===== src/rtl/ps2_pkg.sv =====
// Shared constants and types for the PS/2 keyboard receiver and scan-code decoder.
// Byte values are scan code set 2 prefixes and keyboard-to-host responses.
package ps2_pkg;

    localparam logic [7:0] BYTE_EXT    = 8'hE0;
    localparam logic [7:0] BYTE_BRK    = 8'hF0;
    localparam logic [7:0] BYTE_PAUSE  = 8'hE1;
    localparam logic [7:0] BYTE_ACK    = 8'hFA;
    localparam logic [7:0] BYTE_BAT_OK = 8'hAA;
    localparam logic [7:0] BYTE_ECHO   = 8'hEE;
    localparam logic [7:0] BYTE_RESEND = 8'hFE;
    localparam logic [7:0] BYTE_ERR_LO = 8'h00;
    localparam logic [7:0] BYTE_ERR_HI = 8'hFF;

    // Pause sends E1 followed by seven more bytes that carry no key information.
    localparam logic [2:0] PAUSE_SKIP = 3'd7;

    localparam int KEY_TOGGLE   = 10;
    localparam int KEY_PRESSED  = 9;
    localparam int KEY_EXTENDED = 8;

    typedef enum logic [1:0] {
        FRAME_IDLE,
        FRAME_DATA,
        FRAME_PARITY,
        FRAME_STOP
    } frame_state_e;

    function automatic logic is_device_response(input logic [7:0] b);
        return b inside {BYTE_ACK, BYTE_BAT_OK, BYTE_ECHO, BYTE_RESEND, BYTE_ERR_LO, BYTE_ERR_HI};
    endfunction

endpackage


===== src/rtl/ps2_frame_rx.sv =====
// PS/2 frame receiver: synchronises and deglitches the pins, deserialises
// start/8 data/odd parity/stop frames and aborts frames that stall.
module ps2_frame_rx
    import ps2_pkg::*;
#(
    parameter int SYNC_STAGES    = 2,
    parameter int FILTER_LEN     = 8,
    parameter int TIMEOUT_CYCLES = 50000
) (
    input  logic       clk,
    input  logic       reset_n,
    input  logic       ps2_clk,
    input  logic       ps2_data,
    output logic [7:0] rx_byte,
    output logic       rx_valid,
    output logic       rx_error,
    output logic       rx_abort
);

    localparam int FILT_W = $clog2(FILTER_LEN + 1);
    localparam int TMO_W  = $clog2(TIMEOUT_CYCLES + 1);
    localparam logic [FILT_W-1:0] FILT_MAX = FILT_W'(FILTER_LEN - 1);
    localparam logic [TMO_W-1:0]  TMO_MAX  = TMO_W'(TIMEOUT_CYCLES);

    logic [SYNC_STAGES-1:0] clk_sync_q, clk_sync_d;
    logic [SYNC_STAGES-1:0] data_sync_q, data_sync_d;
    logic [FILT_W-1:0]      filt_cnt_q, filt_cnt_d;
    logic                   filt_q, filt_d;
    frame_state_e           state_q, state_d;
    logic [2:0]             bit_cnt_q, bit_cnt_d;
    logic [7:0]             shift_q, shift_d;
    logic                   par_ok_q, par_ok_d;
    logic [TMO_W-1:0]       tmo_q, tmo_d;

    logic clk_s, data_s, fall;

    assign clk_s   = clk_sync_q[SYNC_STAGES-1];
    assign data_s  = data_sync_q[SYNC_STAGES-1];
    assign rx_byte = shift_q;

    // NOTE: every always_comb output gets a default first so no path leaves it unassigned (no latch).
    always_comb begin
        clk_sync_d     = clk_sync_q << 1;
        clk_sync_d[0]  = ps2_clk;
        data_sync_d    = data_sync_q << 1;
        data_sync_d[0] = ps2_data;

        filt_d     = filt_q;
        filt_cnt_d = '0;
        if (clk_s != filt_q) begin
            if (filt_cnt_q == FILT_MAX) filt_d = clk_s;
            else                        filt_cnt_d = filt_cnt_q + 1'b1;
        end
    end

    assign fall = filt_q & ~filt_d;

    always_comb begin
        state_d   = state_q;
        bit_cnt_d = bit_cnt_q;
        shift_d   = shift_q;
        par_ok_d  = par_ok_q;
        tmo_d     = tmo_q;
        rx_valid  = 1'b0;
        rx_error  = 1'b0;
        rx_abort  = 1'b0;

        // A falling edge always beats a simultaneous timeout.
        if (fall) begin
            tmo_d = '0;
            unique case (state_q)
                FRAME_IDLE: begin
                    if (!data_s) begin
                        state_d   = FRAME_DATA;
                        bit_cnt_d = 3'd0;
                    end else begin
                        rx_error = 1'b1;
                    end
                end
                FRAME_DATA: begin
                    shift_d   = {data_s, shift_q[7:1]};
                    bit_cnt_d = bit_cnt_q + 3'd1;
                    if (bit_cnt_q == 3'd7) state_d = FRAME_PARITY;
                end
                FRAME_PARITY: begin
                    par_ok_d = ^{shift_q, data_s};
                    state_d  = FRAME_STOP;
                end
                FRAME_STOP: begin
                    if (data_s && par_ok_q) begin
                        rx_valid = 1'b1;
                    end else begin
                        rx_error = 1'b1;
                        rx_abort = 1'b1;
                    end
                    state_d = FRAME_IDLE;
                end
                default: state_d = FRAME_IDLE;
            endcase
        end else if (state_q != FRAME_IDLE) begin
            if (tmo_q == TMO_MAX) begin
                state_d  = FRAME_IDLE;
                tmo_d    = '0;
                rx_error = 1'b1;
                rx_abort = 1'b1;
            end else begin
                tmo_d = tmo_q + 1'b1;
            end
        end
    end

    // NOTE: synchronisers and filter reset to 1 so leaving reset never looks like a falling edge.
    // NOTE: state uses non-blocking assignments so every flop samples pre-edge values.
    always_ff @(posedge clk or negedge reset_n) begin
        if (!reset_n) begin
            clk_sync_q  <= '1;
            data_sync_q <= '1;
            filt_cnt_q  <= '0;
            filt_q      <= 1'b1;
            state_q     <= FRAME_IDLE;
            bit_cnt_q   <= 3'd0;
            shift_q     <= 8'h00;
            par_ok_q    <= 1'b0;
            tmo_q       <= '0;
        end else begin
            clk_sync_q  <= clk_sync_d;
            data_sync_q <= data_sync_d;
            filt_cnt_q  <= filt_cnt_d;
            filt_q      <= filt_d;
            state_q     <= state_d;
            bit_cnt_q   <= bit_cnt_d;
            shift_q     <= shift_d;
            par_ok_q    <= par_ok_d;
            tmo_q       <= tmo_d;
        end
    end

endmodule


===== src/rtl/ps2_key_encoder.sv =====
// PS/2 keyboard to toggle-style key event word: frame receiver plus a
// scan-code decoder tracking the E0/F0 prefixes and the Pause sequence.
module ps2_key_encoder
    import ps2_pkg::*;
#(
    parameter int SYNC_STAGES    = 2,
    parameter int FILTER_LEN     = 8,
    parameter int TIMEOUT_CYCLES = 50000
) (
    input  logic        clk,
    input  logic        reset_n,
    input  logic        ps2_clk,
    input  logic        ps2_data,
    output logic [10:0] ps2_key,
    output logic        frame_error
);

    logic [7:0] rx_byte;
    logic       rx_valid, rx_error, rx_abort;

    logic [10:0] key_q, key_d;
    logic        err_q, err_d;
    logic        ext_q, ext_d;
    logic        brk_q, brk_d;
    logic [2:0]  skip_q, skip_d;

    ps2_frame_rx #(
        .SYNC_STAGES   (SYNC_STAGES),
        .FILTER_LEN    (FILTER_LEN),
        .TIMEOUT_CYCLES(TIMEOUT_CYCLES)
    ) u_frame_rx (
        .clk     (clk),
        .reset_n (reset_n),
        .ps2_clk (ps2_clk),
        .ps2_data(ps2_data),
        .rx_byte (rx_byte),
        .rx_valid(rx_valid),
        .rx_error(rx_error),
        .rx_abort(rx_abort)
    );

    always_comb begin
        key_d  = key_q;
        ext_d  = ext_q;
        brk_d  = brk_q;
        skip_d = skip_q;
        err_d  = rx_error;

        if (rx_valid) begin
            if (skip_q != 3'd0) begin
                skip_d = skip_q - 3'd1;
            end else if (rx_byte == BYTE_EXT) begin
                ext_d = 1'b1;
            end else if (rx_byte == BYTE_BRK) begin
                brk_d = 1'b1;
            end else if (rx_byte == BYTE_PAUSE) begin
                skip_d = PAUSE_SKIP;
            end else if (!(is_device_response(rx_byte) && !ext_q && !brk_q)) begin
                key_d[KEY_TOGGLE]   = ~key_q[KEY_TOGGLE];
                key_d[KEY_PRESSED]  = ~brk_q;
                key_d[KEY_EXTENDED] = ext_q;
                key_d[7:0]          = rx_byte;
                ext_d               = 1'b0;
                brk_d               = 1'b0;
            end
        end else if (rx_abort) begin
            // A damaged frame may have been the key a prefix belonged to.
            ext_d = 1'b0;
            brk_d = 1'b0;
        end
    end

    always_ff @(posedge clk or negedge reset_n) begin
        if (!reset_n) begin
            key_q  <= 11'h000;
            err_q  <= 1'b0;
            ext_q  <= 1'b0;
            brk_q  <= 1'b0;
            skip_q <= 3'd0;
        end else begin
            key_q  <= key_d;
            err_q  <= err_d;
            ext_q  <= ext_d;
            brk_q  <= brk_d;
            skip_q <= skip_d;
        end
    end

    assign ps2_key     = key_q;
    assign frame_error = err_q;

endmodule

===== config.mk =====
export PLATFORM = sky130hd
export DESIGN_NAME = ps2_key_encoder
export DESIGN_NICKNAME = d
export VERILOG_FILES = /design/src/rtl/ps2_pkg.sv /design/src/rtl/ps2_frame_rx.sv /design/src/rtl/ps2_key_encoder.sv
export SDC_FILE = /design/constraint.sdc
export NUM_CORES = 1
export LEC_CHECK = 0
export CORE_MARGIN = 2
export CORE_UTILIZATION = 35
export CTS_CLUSTER_DIAMETER = 120
export DETAILED_ROUTE_END_ITERATION = 8
export GPL_TIMING_DRIVEN = 0
export PLACE_DENSITY = 0.47
export SYNTH_ARGS = -nofsm -noshare
export SYNTH_HDL_FRONTEND = slang
export SYNTH_SLANG_ARGS = --single-unit

===== constraint.sdc =====
create_clock -name clk -period 4.1 [get_ports clk]
set_input_delay 0.615 -clock clk [delete_from_list [all_inputs] [get_ports clk]]
set_output_delay 0.615 -clock clk [all_outputs]
set_load 0.01 [all_outputs]

* Word level (Yosys, flattened, before mapping)
Cells that the tools add are included.
Operators by class: add/sub/neg operators 4, equality and inequality tests 27, multiplexer cells 41, bitwise gates (word level) 9, reductions and logical operators 24
Operators with widths (count):
- $eq A8 B8 Y1 const B | 8
- $mux W16 | 3
- $mux W1 | 23
- $ne A3 B3 Y1 const B | 7
- $add A16 B1 Y16 const B | 1
- $eq A16 B16 Y1 const B | 1
- $mux W3 | 5
- $reduce_bool A2 Y1 | 6
- $mux W2 | 5
- $ne A2 B2 Y1 const B | 5
- $reduce_and A5 Y1 | 2
- $reduce_xor A9 Y1 | 1
- $logic_not A8 Y1 | 1
- $mux W4 | 2
- $not A1 Y1 | 8
- $pmux W2 S4 | 1
- $reduce_and A4 Y1 | 2
- $pmux W3 S2 | 1
- $reduce_and A6 Y1 | 1
- $reduce_bool A6 Y1 | 1
- $add A4 B1 Y4 const B | 1
- $eq A2 B2 Y1 const B | 2
- $eq A4 B3 Y1 const B | 1
- $reduce_and A2 Y1 | 2
- 12 further kinds | 15
Word-level totals: flip-flop bits (word level) 56, input bits 4, output and inout port bits 12, logic and storage cells 119

* Logic depth before layout (Yosys ltp)
depth after elaboration 10, mapped depth 8, mapped depth without buffers 7

* Modules after synthesis
From an unflattened synthesis, not the netlist that was laid out.
Second synthesis, totals: cells, all modules 266, area total of the unflattened synthesis 2960.3 µm²
Modules (own cells, without submodules):
- ps2_frame_rx | instances 1, cells an instance 195, area each 2109.5 µm²
- ps2_key_encoder | instances 1, cells an instance 71, area each 850.8 µm²

* Least setup slack after synthesis
Ideal clock, no wire load.
kind reg-to-reg, start register u_frame_rx.tmo_q[0], end register brk_q, setup time 0.082 ns, arrival time 2.125 ns, data required time 4.018 ns, slack 1.892 ns, stages on the path, launching flop included 8, period minus slack after synthesis 2.208 ns, path through dfrtp_1 > inv_1 > ha_1 > or4b_4 > nor4_4 > a2bb2oi_2 > or4b_4 > o22ai_1
Between the ends: cells in the longest elaborated chain, start to end 6
Ends and longest elaborated chain:
- from (decl) | RTL line ps2_frame_rx.sv:33 | logic [TMO_W-1:0] tmo_q, tmo_d;
- from (signal assigned) | RTL line ps2_frame_rx.sv:134 | tmo_q <= tmo_d;
- $eq A16 B16 Y1 | RTL line ps2_frame_rx.sv:101 | if (tmo_q == TMO_MAX) begin
- $mux W1 | RTL line ps2_frame_rx.sv:101
- $mux W1 | RTL line ps2_frame_rx.sv:100 | end else if (state_q != FRAME_IDLE) begin
- $mux W1 | RTL line ps2_frame_rx.sv:69 | if (fall) begin
- $reduce_bool A2 Y1 (no line)
- $reduce_and A5 Y1 (no line)
- to (signal assigned) | RTL line ps2_key_encoder.sv:84 | brk_q <= brk_d;
- to (decl) | RTL line ps2_key_encoder.sv:24 | logic brk_q, brk_d;
No other way between the ends. A chain may end at the register's enable or synchronous reset.

* Final worst setup path
Ends and elaborated chain as after synthesis.

==> impl_metrics.sql <==
INSERT INTO impl_metrics (metric_group, metric, value, unit) VALUES
('power', 'power.static_leakage', '1.424', 'nW'),
('floorplan', 'die_height', '94.05', 'um'),
('power', 'cell_internal_pwr', '0.8540', 'mW'),
('critical_path', 'reg2reg_setup_slack', '1.66', 'ns'),
('critical_path', 'worstPathRequired', '4.35', 'ns'),
('routing', 'drt-vias-per-instance', '4.987', ''),
('logic_synthesis', 'synth_ff_type', 'dfrtp_1', ''),
('placement', 'total_cell_area_at_the_placement_stage', '0.003131', 'mm^2'),
('critical_path', 'cp-end-kind', 'register', ''),
('floorplan', 'boundaryPins', '16', ''),
('logic_synthesis', 'dominant_combinational_cell_family_by_area_after_synthesis', 'simple AND/OR/NAND/NOR gates', ''),
('grt', 'grt_overflow_total', '0', ''),
('floorplan', 'die-width', '94.05', 'um'),
('critical_path', 'crit_path_cell_trace', 'inv_1, ha_1, or4b_4, nor4_4, a2bb2oi_2, or4b_4, o22ai_1', ''),
('status', 'run_status', 'finished clean', ''),
('sta', 'final.setup.tns', '0', 'ns'),
('sta', 'finalHoldViolCount', '0', ''),
('critical_path', 'worst-setup-path-type', 'register to register', ''),
('power', 'clock_power_share', '0.394', ''),
('clock_tree', 'post_cts_resized', '0', ''),
('grt', 'antenna_found_initial', '0', ''),
('routing', 'drt_wl_total', '5.369', 'mm'),
('floorplan', 'rows', '32', ''),
('routing', 'detailedRoute.firstPassIterationCount', '4', ''),
('routing', 'dr_total_vias', '1950', ''),
('logic_synthesis', 'seq_area_frac_synth', '0.4960', ''),
('power', 'seq_power_share', '0.539', ''),
('sta', 'final-max-slew-violation-count', '0', ''),
('logic_synthesis', 'ys_seq_elements', '56', ''),
('placement', 'place.detailed.hpwl', '3.903', 'mm'),
('logic_synthesis', 'top_cell_types_by_occurrence_after_synthesis', '51 x dfrtp_1, 27 x nand2_1, 19 x nor2_1', ''),
('critical_path', 'cpPeakStageDelay', '0.54', 'ns'),
('grt', 'grt_max_degree', '32', ''),
('layout', 'drive_gt1_frac', '0.1453', ''),
('logic_synthesis', 'postSynthNetCount', '280', ''),
('layout', 'n_antenna_cell', '0', ''),
('floorplan', 'placeableCoreArea', '0.007807', 'mm^2'),
('logic_synthesis', 'synth_simple_gate_area_share', '0.1843', ''),
('layout', 'post_layout_utilization_of_the_core', '0.4186', ''),
('sta', 'final_setup_fails', '0', ''),
('layout', 'layout.cell_area.non_filler', '0.003268', 'mm^2'),
('logic_synthesis', 'synth_edf_count', '0', ''),
('logic_synthesis', 'post_synth_inst_count', '265', ''),
('critical_path', 'crit_top_cell', 'or4b_4', ''),
('logic_synthesis', 'synthAdderAreaFrac', '0.04850', ''),
('routing', 'wl_per_cell', '13.73', 'um'),
('critical_path', 'crit_arrival', '2.69', 'ns'),
('routing', 'detailedRoute.firstIterationViolations', '65', ''),
('clock_tree', 'tritoncts_clock_tree', 'yes', ''),
('sta', 'finClkSkew', '0.01009', 'ns'),
('layout', 'area_delta_synth_final', '15.17', '%'),
('layout', 'fin_nets', '303', ''),
('grt', 'track_usage', '0.1360', ''),
('floorplan', 'die-area', '0.008844', 'mm^2'),
('clock_tree', 'post_cts_hold_buffer_count', '0', ''),
('critical_path', 'path_max_fanout', '6', ''),
('logic_synthesis', 'cell_area_synth', '0.002838', 'mm^2'),
('power', 'power_switching', '0.2494', 'mW'),
('clock_tree', 'cts-root-buf', 'clkbuf_8', ''),
('logic_synthesis', 'synth_top_area_cell', 'dfrtp_1', ''),
('placement', 'total_of_buffers_placed_on_input_and_output_ports', '15', ''),
('logic_synthesis', 'postSynthAreaPerCell', '10.71', 'um^2'),
('power', 'worst_ir_drop_vdd', '166.1', 'uV'),
('clock_tree', 'numClockSinks', '56', ''),
('logic_synthesis', 'muxShareOfSynthArea', '0.07672', ''),
('sta', 'worst_hold_slack', '0.2945', 'ns'),
('routing', 'antenna_left', '0', ''),
('logic_synthesis', 'post_synth_xor_area_fraction', '0.06173', ''),
('power', 'cellPowerDensity', '337.6', 'mW/mm^2'),
('floorplan', 'initial_utilization', '0.3635', ''),
('sta', 'rsz0062_at_grt', 'no', '');
## placed cells by master, fill, tap and decap left out, types with 3 or more instances in the layout
cell	Yosys	routed
nand4_1	8	8
a21o_1	5	5
clkbuf_8	0	5
clkdlybuf4s50_1	0	14
clkbuf_1	5	5
mux2_2	14	14
a21oi_1	12	12
xor2_1	6	6
nor2b_1	4	4
mux2i_1	3	3
nor4_1	3	3
ha_1	11	11
nor3_1	7	7
nand2_1	27	27
nor2_1	19	19
o21ai_0	13	13
xnor2_1	14	14
inv_1	11	11
dfstp_2	5	5
dfrtp_1	51	51
nand3_1	8	8
## state kept, by name, indices dropped and copies added, names as in the netlist
signal / flops
u_frame_rx.tmo_q: 16
ps2_key: 11
u_frame_rx.rx_byte: 8
u_frame_rx.filt_cnt_q: 4
skip_q: 3
u_frame_rx.bit_cnt_q: 3
u_frame_rx.clk_sync_q: 2
u_frame_rx.data_sync_q: 2
u_frame_rx.state_q: 2
brk_q: 1
ext_q: 1
frame_error: 1
u_frame_rx.filt_q: 1
u_frame_rx.par_ok_q: 1
## cells by family (layout without fill, tap and decap cells)
kind of cell,after synthesis,in the layout
mux,19,19
xor+xnor,20,20
buf+inv,18,42
fa+ha+maj,11,11
flops,56,56
compound gates,44,44
simple gates,97,97
## worst max-delay path: cells and delay by family, from the launching register on
family	cells	cell delay, ns
compound gates	2	0.29
fa+ha+maj	1	0.15
buf+inv	1	0.08
flops	1	0.44
simple gates	3	1.42
## routing by layer
| layer | part of all wire | GRT usage |
|---|---|---|
| met5 | 0 | 0 |
| met1 | 0.46 | 0.1656 |
| met2 | 0.50 | 0.2387 |
| met3 | 0.025 | 0.02648 |
| met4 | 0.016 | 0.04831 |
## worst paths after layout
path                                           start                         to  cells past startpoint
min in group clk           u_frame_rx.data_sync_q[0]  u_frame_rx.data_sync_q[1]                      0
max                              u_frame_rx.tmo_q[0]                      brk_q                      7
max reg2reg                      u_frame_rx.tmo_q[0]                      brk_q                      7
min                                          reset_n                 ps2_key[6]                      1
max in group asynchronous                    reset_n   u_frame_rx.clk_sync_q[0]                      2
min reg2reg                u_frame_rx.data_sync_q[0]  u_frame_rx.data_sync_q[1]                      0
## cell type report
type	instances	area [um^2]
multi-input combinational	191	1348
sequential	56	1408
clock buffer	5	68.82
buffer	7	41.29
clock inverter	3	68.82
fill	768	4539
inverter	11	41.29
tap	102	127.6
timing repair buffer	16	165.2
## power groups by stage
stage	clock [mW]	sequential (mW)	combinational, mW
2_1_floorplan	0	0.602	0.0479
3_3_place_gp	0	0.606	0.0724
3_5_place_dp	0	0.606	0.0751
4_1_cts	0.455	0.595	0.0753
5_1_grt	0.470	0.600	0.0857
6_report	0.435	0.595	0.0734
## metrics by stage
stage	setup WS, ns	total power [mW]	instances
floorplan	1.892	0.6500	265
global placement	0.5376	0.6779	382
detailed placement	1.650	0.6807	383
CTS	1.636	1.125	391
global route	1.482	1.156	391
finish	1.660	1.103	391
No activity file was read; power rests on OpenSTA's default activity.
